==> src/rtl/PKG_pwm.sv <==
// -----------------------------------------------------------------------------
// PKG_pwm
// Shared definitions for the carrier start sequencer:
//   `SEQDLY_WIDTH : default width of the stagger delay between channel slots.
//   _seq_state    : sequencer FSM state encoding, also driven out on the
//                   3-bit 'state' port of carr_start_sequencer.
// -----------------------------------------------------------------------------
`ifndef SEQDLY_WIDTH
`define SEQDLY_WIDTH 16
`endif

package PKG_pwm;

    localparam int SEQ_STATE_W = 3;

    typedef enum logic [SEQ_STATE_W-1:0] {
        IDLE     = 3'd0,
        STAGGER  = 3'd1,
        RUN      = 3'd2,
        STOPPING = 3'd3
    } _seq_state;

endpackage

==> src/rtl/stagger_timer.sv <==
// -----------------------------------------------------------------------------
// stagger_timer
// Reloadable down-counter that paces the channel slots of the sequencer.
// A load writes reload_i into the counter; otherwise it counts down and
// saturates at zero, so an all-ones reload never wraps.
//
// Ports:
//   clk       : clock, rising edge
//   reset     : synchronous active-high reset, clears the counter
//   load_i    : load reload_i into the counter this cycle
//   reload_i  : reload value (number of idle cycles before the next tick)
//   tick_o    : high while the counter is zero
// -----------------------------------------------------------------------------
module stagger_timer #(
    parameter int DLY_WIDTH = `SEQDLY_WIDTH
) (
    input  logic                 clk,
    input  logic                 reset,
    input  logic                 load_i,
    input  logic [DLY_WIDTH-1:0] reload_i,
    output logic                 tick_o
);

    logic [DLY_WIDTH-1:0] cnt_q;
    logic [DLY_WIDTH-1:0] cnt_d;

    always_comb begin
        // NOTE: next-state gets a default first so no path leaves it unassigned (no latch).
        cnt_d = cnt_q;
        if (load_i) begin
            cnt_d = reload_i;
        end else if (cnt_q != '0) begin
            cnt_d = cnt_q - DLY_WIDTH'(1);
        end
    end

    always_ff @(posedge clk) begin
        // NOTE: state registers use non-blocking assignment so all flops update together.
        if (reset) begin
            cnt_q <= '0;
        end else begin
            cnt_q <= cnt_d;
        end
    end

    assign tick_o = (cnt_q == '0);

endmodule

==> src/rtl/carr_start_sequencer.sv <==
// -----------------------------------------------------------------------------
// carr_start_sequencer
// Turns on the pwm_onoff drive of NCARR carrier channels one slot at a time,
// with stagger_dly idle cycles between consecutive slots, and turns them off
// again either gracefully (each channel at its own carrier maskevent) or
// immediately on abort.
//
// Ports:
//   clk            : clock, rising edge
//   reset          : synchronous active-high reset
//   start          : start request (honoured only in IDLE)
//   stop           : graceful stop request (STAGGER / RUN)
//   abort          : immediate stop, highest priority
//   chan_en        : channels to start, latched at start
//   stagger_dly    : idle cycles between slots, latched at start
//   maskevent_in   : per-channel maskevent pulses, used only in STOPPING
//   pwm_onoff_out  : per-channel pwm on/off drive (registered)
//   busy           : state is not IDLE
//   running        : state is RUN
//   done           : one-cycle pulse when a graceful stop completes
//   state          : current FSM state (_seq_state encoding)
// -----------------------------------------------------------------------------
module carr_start_sequencer
    import PKG_pwm::*;
#(
    parameter int NCARR     = 8,
    parameter int DLY_WIDTH = `SEQDLY_WIDTH
) (
    input  logic                   clk,
    input  logic                   reset,
    input  logic                   start,
    input  logic                   stop,
    input  logic                   abort,
    input  logic [NCARR-1:0]       chan_en,
    input  logic [DLY_WIDTH-1:0]   stagger_dly,
    input  logic [NCARR-1:0]       maskevent_in,
    output logic [NCARR-1:0]       pwm_onoff_out,
    output logic                   busy,
    output logic                   running,
    output logic                   done,
    output logic [SEQ_STATE_W-1:0] state
);

    localparam int IDX_W = (NCARR > 1) ? $clog2(NCARR) : 1;
    localparam logic [IDX_W-1:0] LAST_IDX = IDX_W'(NCARR - 1);

    _seq_state            state_q;
    logic [NCARR-1:0]     pwm_q;
    logic                 done_q;
    logic [NCARR-1:0]     chan_q;     // shadow of chan_en taken at start
    logic [DLY_WIDTH-1:0] dly_q;      // shadow of stagger_dly taken at start
    logic [IDX_W-1:0]     idx_q;      // last slot issued

    logic                 start_ok;
    logic                 last_slot;
    logic                 issue;
    logic                 tick;
    logic                 timer_load;
    logic [DLY_WIDTH-1:0] timer_reload;
    logic [IDX_W-1:0]     next_idx;

    assign start_ok  = (state_q == IDLE) && start && !stop && !abort && (chan_en != '0);
    assign last_slot = (idx_q == LAST_IDX);
    assign next_idx  = idx_q + IDX_W'(1);

    // A stop or abort sampled on the same edge as a pending slot wins:
    // the slot is not issued.
    assign issue = (state_q == STAGGER) && !abort && !stop && !last_slot && tick;

    // Slot 0 is issued on the start edge itself, so the first reload comes
    // straight from the input; later reloads use the latched delay.
    assign timer_load   = start_ok || issue;
    assign timer_reload = (state_q == IDLE) ? stagger_dly : dly_q;

    stagger_timer #(
        .DLY_WIDTH (DLY_WIDTH)
    ) u_stagger_timer (
        .clk      (clk),
        .reset    (reset),
        .load_i   (timer_load),
        .reload_i (timer_reload),
        .tick_o   (tick)
    );

    always_ff @(posedge clk) begin
        if (reset) begin
            state_q <= IDLE;
            pwm_q   <= '0;
            done_q  <= 1'b0;
            chan_q  <= '0;
            dly_q   <= '0;
            idx_q   <= '0;
        end else begin
            done_q <= 1'b0;
            if (abort && (state_q != IDLE)) begin
                pwm_q   <= '0;
                state_q <= IDLE;
            end else begin
                case (state_q)
                    IDLE: begin
                        if (start_ok) begin
                            chan_q  <= chan_en;
                            dly_q   <= stagger_dly;
                            idx_q   <= '0;
                            pwm_q   <= chan_en & NCARR'(1);
                            state_q <= STAGGER;
                        end
                    end
                    STAGGER: begin
                        if (stop) begin
                            state_q <= STOPPING;
                        end else if (last_slot) begin
                            state_q <= RUN;
                        end else if (tick) begin
                            // Disabled channels still take their slot.
                            idx_q           <= next_idx;
                            pwm_q[next_idx] <= chan_q[next_idx];
                        end
                    end
                    RUN: begin
                        if (stop) begin
                            state_q <= STOPPING;
                        end
                    end
                    STOPPING: begin
                        if (pwm_q == '0) begin
                            state_q <= IDLE;
                            done_q  <= 1'b1;
                        end else begin
                            pwm_q <= pwm_q & ~maskevent_in;
                        end
                    end
                    default: begin
                        pwm_q   <= '0;
                        state_q <= IDLE;
                    end
                endcase
            end
        end
    end

    assign pwm_onoff_out = pwm_q;
    assign busy          = (state_q != IDLE);
    assign running       = (state_q == RUN);
    assign done          = done_q;
    assign state         = state_q;

endmodule

==> config.mk <==
export PLATFORM = sky130hd
export DESIGN_NAME = carr_start_sequencer
export DESIGN_NICKNAME = d
export VERILOG_FILES = /design/src/rtl/PKG_pwm.sv /design/src/rtl/stagger_timer.sv /design/src/rtl/carr_start_sequencer.sv
export SDC_FILE = /design/constraint.sdc
export NUM_CORES = 1
export LEC_CHECK = 0
export BUFFER_PORTS_ARGS = -buffer_cell sky130_fd_sc_hd__buf_2
export CORE_UTILIZATION = 56
export DETAILED_ROUTE_END_ITERATION = 10
export GPL_TIMING_DRIVEN = 0
export PLACE_DENSITY = 0.84
export SYNTH_ARGS = -nofsm -noshare
export SYNTH_HDL_FRONTEND = slang
export SYNTH_SLANG_ARGS = --single-unit
==> constraint.sdc <==
create_clock -name clk -period 5.5 [get_ports clk]
set_input_delay 0.55 -clock clk [delete_from_list [all_inputs] [get_ports clk]]
set_output_delay 0.55 -clock clk [all_outputs]
set_load 0.02 [all_outputs]
==> After elaboration in Yosys (flattened, before gate mapping) <==
Index checks and enable logic that the tools add are counted.
Widths: inputs -> output; s select.
{ "classes": {"n_addsub": 2, "magnitude_cmp": 2, "eq_ne": 12, "muxes": 26, "bitwise_logic": 5, "n_reduce_logical": 28} }
{ "op_table": {"columns": ["operator", "count"], "rows": [
  ["$mux 16", 3],
  ["$mux 8", 5],
  ["$pmux 8 s4", 1],
  ["$mux 3", 9],
  ["$logic_not 16->1", 1],
  ["$reduce_bool 16->1", 1],
  ["$sub 16x1->16 const B", 1],
  ["$ne 2x2->1 const B", 7],
  ["$pmux 3 s4", 1],
  ["$reduce_and 6->1", 2],
  ["$logic_and 1x1->1", 10],
  ["$and 8x8->8", 1],
  ["$bwmux 8", 1],
  ["$logic_not 8->1", 1],
  ["$not 8->8", 1],
  ["$reduce_bool 8->1", 1],
  ["$eq 3x2->1 const B", 2],
  ["$pmux 3 s2", 1],
  ["$lt 3x4->1 const B", 1],
  ["$reduce_and 4->1", 1],
  ["$reduce_bool 2->1", 2],
  ["$add 3x1->3 const B", 1],
  ["$bmux 1 s3", 1],
  ["$demux 1 s3", 1],
  ["13 further kinds", 19]
]} }
{ "word_totals": {"register_bits": 55, "input_bits": 37} }

==> Longest topological paths before layout <==
{ "depth": {"word_depth": 10, "mapped_depth": 9} }

==> Hierarchy <==
From an unflattened synthesis, not the netlist that was laid out.
{ "hier_totals": {"cells_unflattened": 348, "hier_area_um2": 3076.7} }
{ "modules_own_cells": {"columns": ["mod", "n_inst", "cells_each", "area_each_um2", "seq_area_each_um2"], "rows": [
  ["carr_start_sequencer", 1, 232, 2112.0, 760.7],
  ["stagger_timer", 1, 116, 964.7, 320.3]
]} }

==> Worst setup path before layout <==
OpenSTA, ideal clock, no wires.
{ "synth_timing": {"kind": "input to register", "startpoint": "input port stop", "endpoint": "register chan_q[7]", "setup_time_ns": 0.071, "arrival_ns": 2.159, "slack_ns": 3.270, "cell_stages": 6, "path_buffers": 2, "cell_sequence": "or3b_2 -> a211oi_1 -> buf_2 -> buf_2 -> nand2_1 -> a21oi_1"} }
{ "synth_via": {"elab_chain_len": 5} }
{ "synth_rtl": {"columns": ["element", "line", "text"], "rows": [
  ["start, declared", "carr_start_sequencer.sv:32", "input logic stop,"],
  ["$logic_not 1->1", "carr_start_sequencer.sv:62", "assign start_ok = (state_q == IDLE) && start && !stop && !abort && (chan_en != '0);"],
  ["$logic_and 1x1->1 (3 in series)", "carr_start_sequencer.sv:62", null],
  ["$reduce_and 3->1 (no source line)", null, null],
  ["end signal, assigned", "carr_start_sequencer.sv:102", "chan_q <= chan_en;"],
  ["end, declared", "carr_start_sequencer.sv:50", "logic [NCARR-1:0] chan_q;"]
]} }
Every way passes these cells.
A chain may end at the register's enable or synchronous reset.

==> Worst setup path after layout <==
{ "layout_timing": {"startpoint": "register u_stagger_timer.cnt_q[0]", "endpoint": "register u_stagger_timer.cnt_q[8]"} }
{ "layout_via": {"elab_chain_len": 4} }
{ "layout_rtl": {"columns": ["element", "line", "text"], "rows": [
  ["start, declared", "stagger_timer.sv:24", "logic [DLY_WIDTH-1:0] cnt_q;"],
  ["start signal, assigned", "stagger_timer.sv:42", "cnt_q <= cnt_d;"],
  ["parallel branches: the longest is 4 deep, another holds $sub 16x1->16", null, null]
]} }
Several ways; the timed one is not identified. The select of a mux whose other input is x is not followed.

==> metrics.md <==
| Metric | Value |
|---|---|
| Status | finished clean |
| Rows | 26 |
| Htree depth | 2 |
| Flop and latch count out of synthesis | 54 |
| Comb pwr share | 0.479 |
| Initial Util | 0.581 |
| Layout cell share with drive strength beyond 1 | 0.169 |
| Ranking of synthesized cells by area | dfxtp_1, nand2_1, mux2i_1 |
| Yosys warnings | 0 |
| Reg clk slew, reported paths | 0.09 ns |
| Num Clock Sinks | 54 |
| Startpoint Class | flip-flop |
| Cell count after synthesis | 363 |
| GPL Wtd Cong | 0.864 |
| Routed vias | 2856 |
| GRT overflow | 0 |
| Syn avg cell area | 8.17 um^2 |
| Main synth FF type | dfxtp_1 |
| Max-slew headroom | 0.381 |
| Register area | 1080 um^2 |
| P_int | 821 uW |
| Filler Cell Count | 446 |
| CP required | 5.68 ns |
| Power share of the sequential group | 0.355 |
| Root Buffer | clkbuf_8 |
| Core area | 5110 um^2 |
| VDD IR max | 0.231 mV |
| Largest net degree at the start of global routing | 17 |
| CTS Buf Count | 5 |
| Leakage power | 1.47 nW |
| Fin cells | 489 |
| Post-layout minimum cycle time | 2.50 ns |
| Cell taking the most area after synthesis | dfxtp_1 |
| Drt wl/cell | 14.5 um |
| Endpoint type of the worst setup path | flip-flop |
| 1st-pass router iterations | 4 |
| Async set or reset register ratio after synthesis | 0 |
| Power share of the clock group | 0.166 |
| TritonCTS clock tree | done |
| Maximum fanout along the worst path | 10 |
| Crit Path Class | reg2reg |
| Total GRT Usage | 0.263 |
| Final setup fails | 0 |
| Post-synth EDFFs | 0 |
| Slowest CP cell | nor4_4 |
| I/O pin cnt | 51 |
| Pins Over Slew Limit | 0 |
| Synthesized net count | 409 |
| Post-synthesis sequential area ratio | 0.365 |
| DR DRC count | 0 |
| Final Power | 1.40 mW |
| Crit path largest cell delay | 0.56 ns |
| Worst-Margin Slew | 0.921 ns |
| Nets@finish | 464 |
| Initial DRC Count | 238 |
| Synth top area share | 0.365 |
| Placed insts | 481 |
| Initial antenna violation count | 0 |
| Die footprint | 5590 um^2 |
| RSZ-0062 raised after global routing | no |
| Antenna cell count | 0 |
| Port Buf Inserts | 48 |
| Die height | 74.8 um |
| Switching pwr | 576 uW |
| FMAX | 400 MHz |
| Antenna Nets Post-Route | 0 |
| CP Cell Sequence | inv_1 > ha_1 > or4b_1 > nor4_4 > nor2_2 > clkbuf_1 > a2bb2oi_1 > nor2_1 |
| WHS | 0.454 ns |
| Setup TNS | 0 ns |
| Arrival @ worst endpoint | 2.69 ns |
| Final Cycle Share | 0.455 |
| Clock tree buffer depth | 2 |
| Routed WL | 7.07 mm |
| Clk_skew | 0.00476 ns |
| Clk Latency, worst-skew pair | 0.30 ns |
| Max-cap violation count | 0 |
| Synth-to-layout area growth | 14.3% |
| DPL Wire Length | 5.35 mm |
| First-pass GRT wire length | 11.3 mm |
| Yosys cell types | 57 |
| Mapped cell area | 2970 um^2 |
| Hold-fix buffers, CTS | 0 |
| Vias in the first global route | 2415 |
| Die extent in x | 74.8 um |
| Area of the multi-input gates | 1720 um^2 |
| Pwr dens | 412 nW/um^2 |
| Setup bufs post-CTS | 0 |
| Switching power share of the total | 0.412 |
| Final Hold Fails | 0 |
| Worst hold path type | reg2reg |
| Number of gates resized after CTS | 0 |
| Fin util | 0.663 |
| Vias per cell | 5.84 |
| Flop-to-flop setup slack | 3.00 ns |
[power by group through the flow]
stage          registers [mW]  clock network, mW  logic (mW)
2_1_floorplan           0.500                  0       0.503
3_3_place_gp            0.499                  0       0.636
3_5_place_dp            0.503                  0       0.655
4_1_cts                 0.495              0.233       0.660
5_1_grt                 0.504              0.253       0.732
6_report                0.496              0.232       0.669
[placed cells by master, fill, tap and decap left out, drive strengths merged, types with 3 or more instances in the layout]
cell type / instances
inv: 15
nand2: 65
or3: 3
nand3: 3
nor4: 9
o21a: 3
a31oi: 3
xor2: 9
mux2i: 24
ha: 9
nor3b: 4
nand4: 3
nor2: 20
a211oi: 4
nor3: 3
nand3b: 4
or4: 4
o32ai: 3
o21ai: 5
clkbuf: 24
nand2b: 4
buf: 54
a21oi: 43
dfxtp: 54
o22ai: 7
a2bb2oi: 7
[final cells by class]
| type | count | share of cell area |
|---|---|---|
| Clock buffer | 6 | 0.0244 |
| Timing Repair Buffer | 48 | 0.0709 |
| Tap cell | 70 | 0.0258 |
| Multi-Input combinational cell | 270 | 0.508 |
| Sequential cell | 54 | 0.319 |
| Clock inverter | 2 | 0.00369 |
| Inverter | 15 | 0.0166 |
| Buffer | 24 | 0.0314 |
[state kept, by name, indices dropped and copies added, names as in the netlist]
signal and flops:
chan_q 8, pwm_onoff_out 8, u_stagger_timer.cnt_q 16, state 2, done 1, dly_q 16
idx_q 3
[path summary, 6_finish.rpt]
kind,start,depth (start not counted),end
max,u_stagger_timer.cnt_q[0],8,u_stagger_timer.cnt_q[8]
max reg2reg,u_stagger_timer.cnt_q[0],8,u_stagger_timer.cnt_q[8]
min reg2reg,dly_q[0],2,dly_q[0]
min,dly_q[0],2,dly_q[0]
[layer usage]
| metal | track usage | up-vias | wire (um) |
|---|---|---|---|
| li1 | - | 1398 | - |
| met1 | 0.378 | 1337 | 3400 |
| met2 | 0.406 | 111 | 3190 |
| met3 | 0.0428 | 10 | 380 |
| met4 | 0.0755 | 0 | 95 |
| met5 | 0 | - | 0 |
[synth_stat cells, types with 5 or more instances]
| cell | number |
|---|---|
| o22ai_1 | 7 |
| clkbuf_1 | 18 |
| dfxtp_1 | 54 |
| nor4_1 | 8 |
| o21ai_0 | 5 |
| mux2i_1 | 24 |
| xor2_1 | 9 |
| nor2_1 | 19 |
| a2bb2oi_1 | 7 |
| a21oi_1 | 42 |
| nand2_1 | 65 |
| ha_1 | 9 |
| inv_1 | 15 |
[per-stage QoR]
step,area (um^2),setup WS [ns]
2_1_floorplan,2970,3.27
3_3_place_gp,3290,2.85
3_5_place_dp,3290,2.79
4_1_cts,3390,3.02
5_1_grt,3390,2.77
6_report,3390,3.00
[worst max-delay path: cells and delay by family (launching register included)]
kind | cells | cell delay [ns]
adders and majority gates | 1 | 0.17
AOI/OAI and AO/OA | 1 | 0.21
and+or+nand+nor | 4 | 1.30
buffers and inverters | 2 | 0.38
DFF | 1 | 0.34
[logic make-up (layout without fill, tap and decap cells)]
kind of cell | count (synthesis) | count (layout) | synth area share
buffers and inverters | 39 | 95 | 0.0549
xor gates and xnor gates | 11 | 11 | 0.0325
DFF | 54 | 54 | 0.365
and+or+nand+nor | 132 | 132 | 0.222
other | 1 | 1 | 0.00126
adders and majority gates | 9 | 9 | 0.0380
muxes | 26 | 26 | 0.0886
AOI/OAI and AO/OA | 91 | 91 | 0.199
Note: power is estimated with default switching activity, not from simulation.
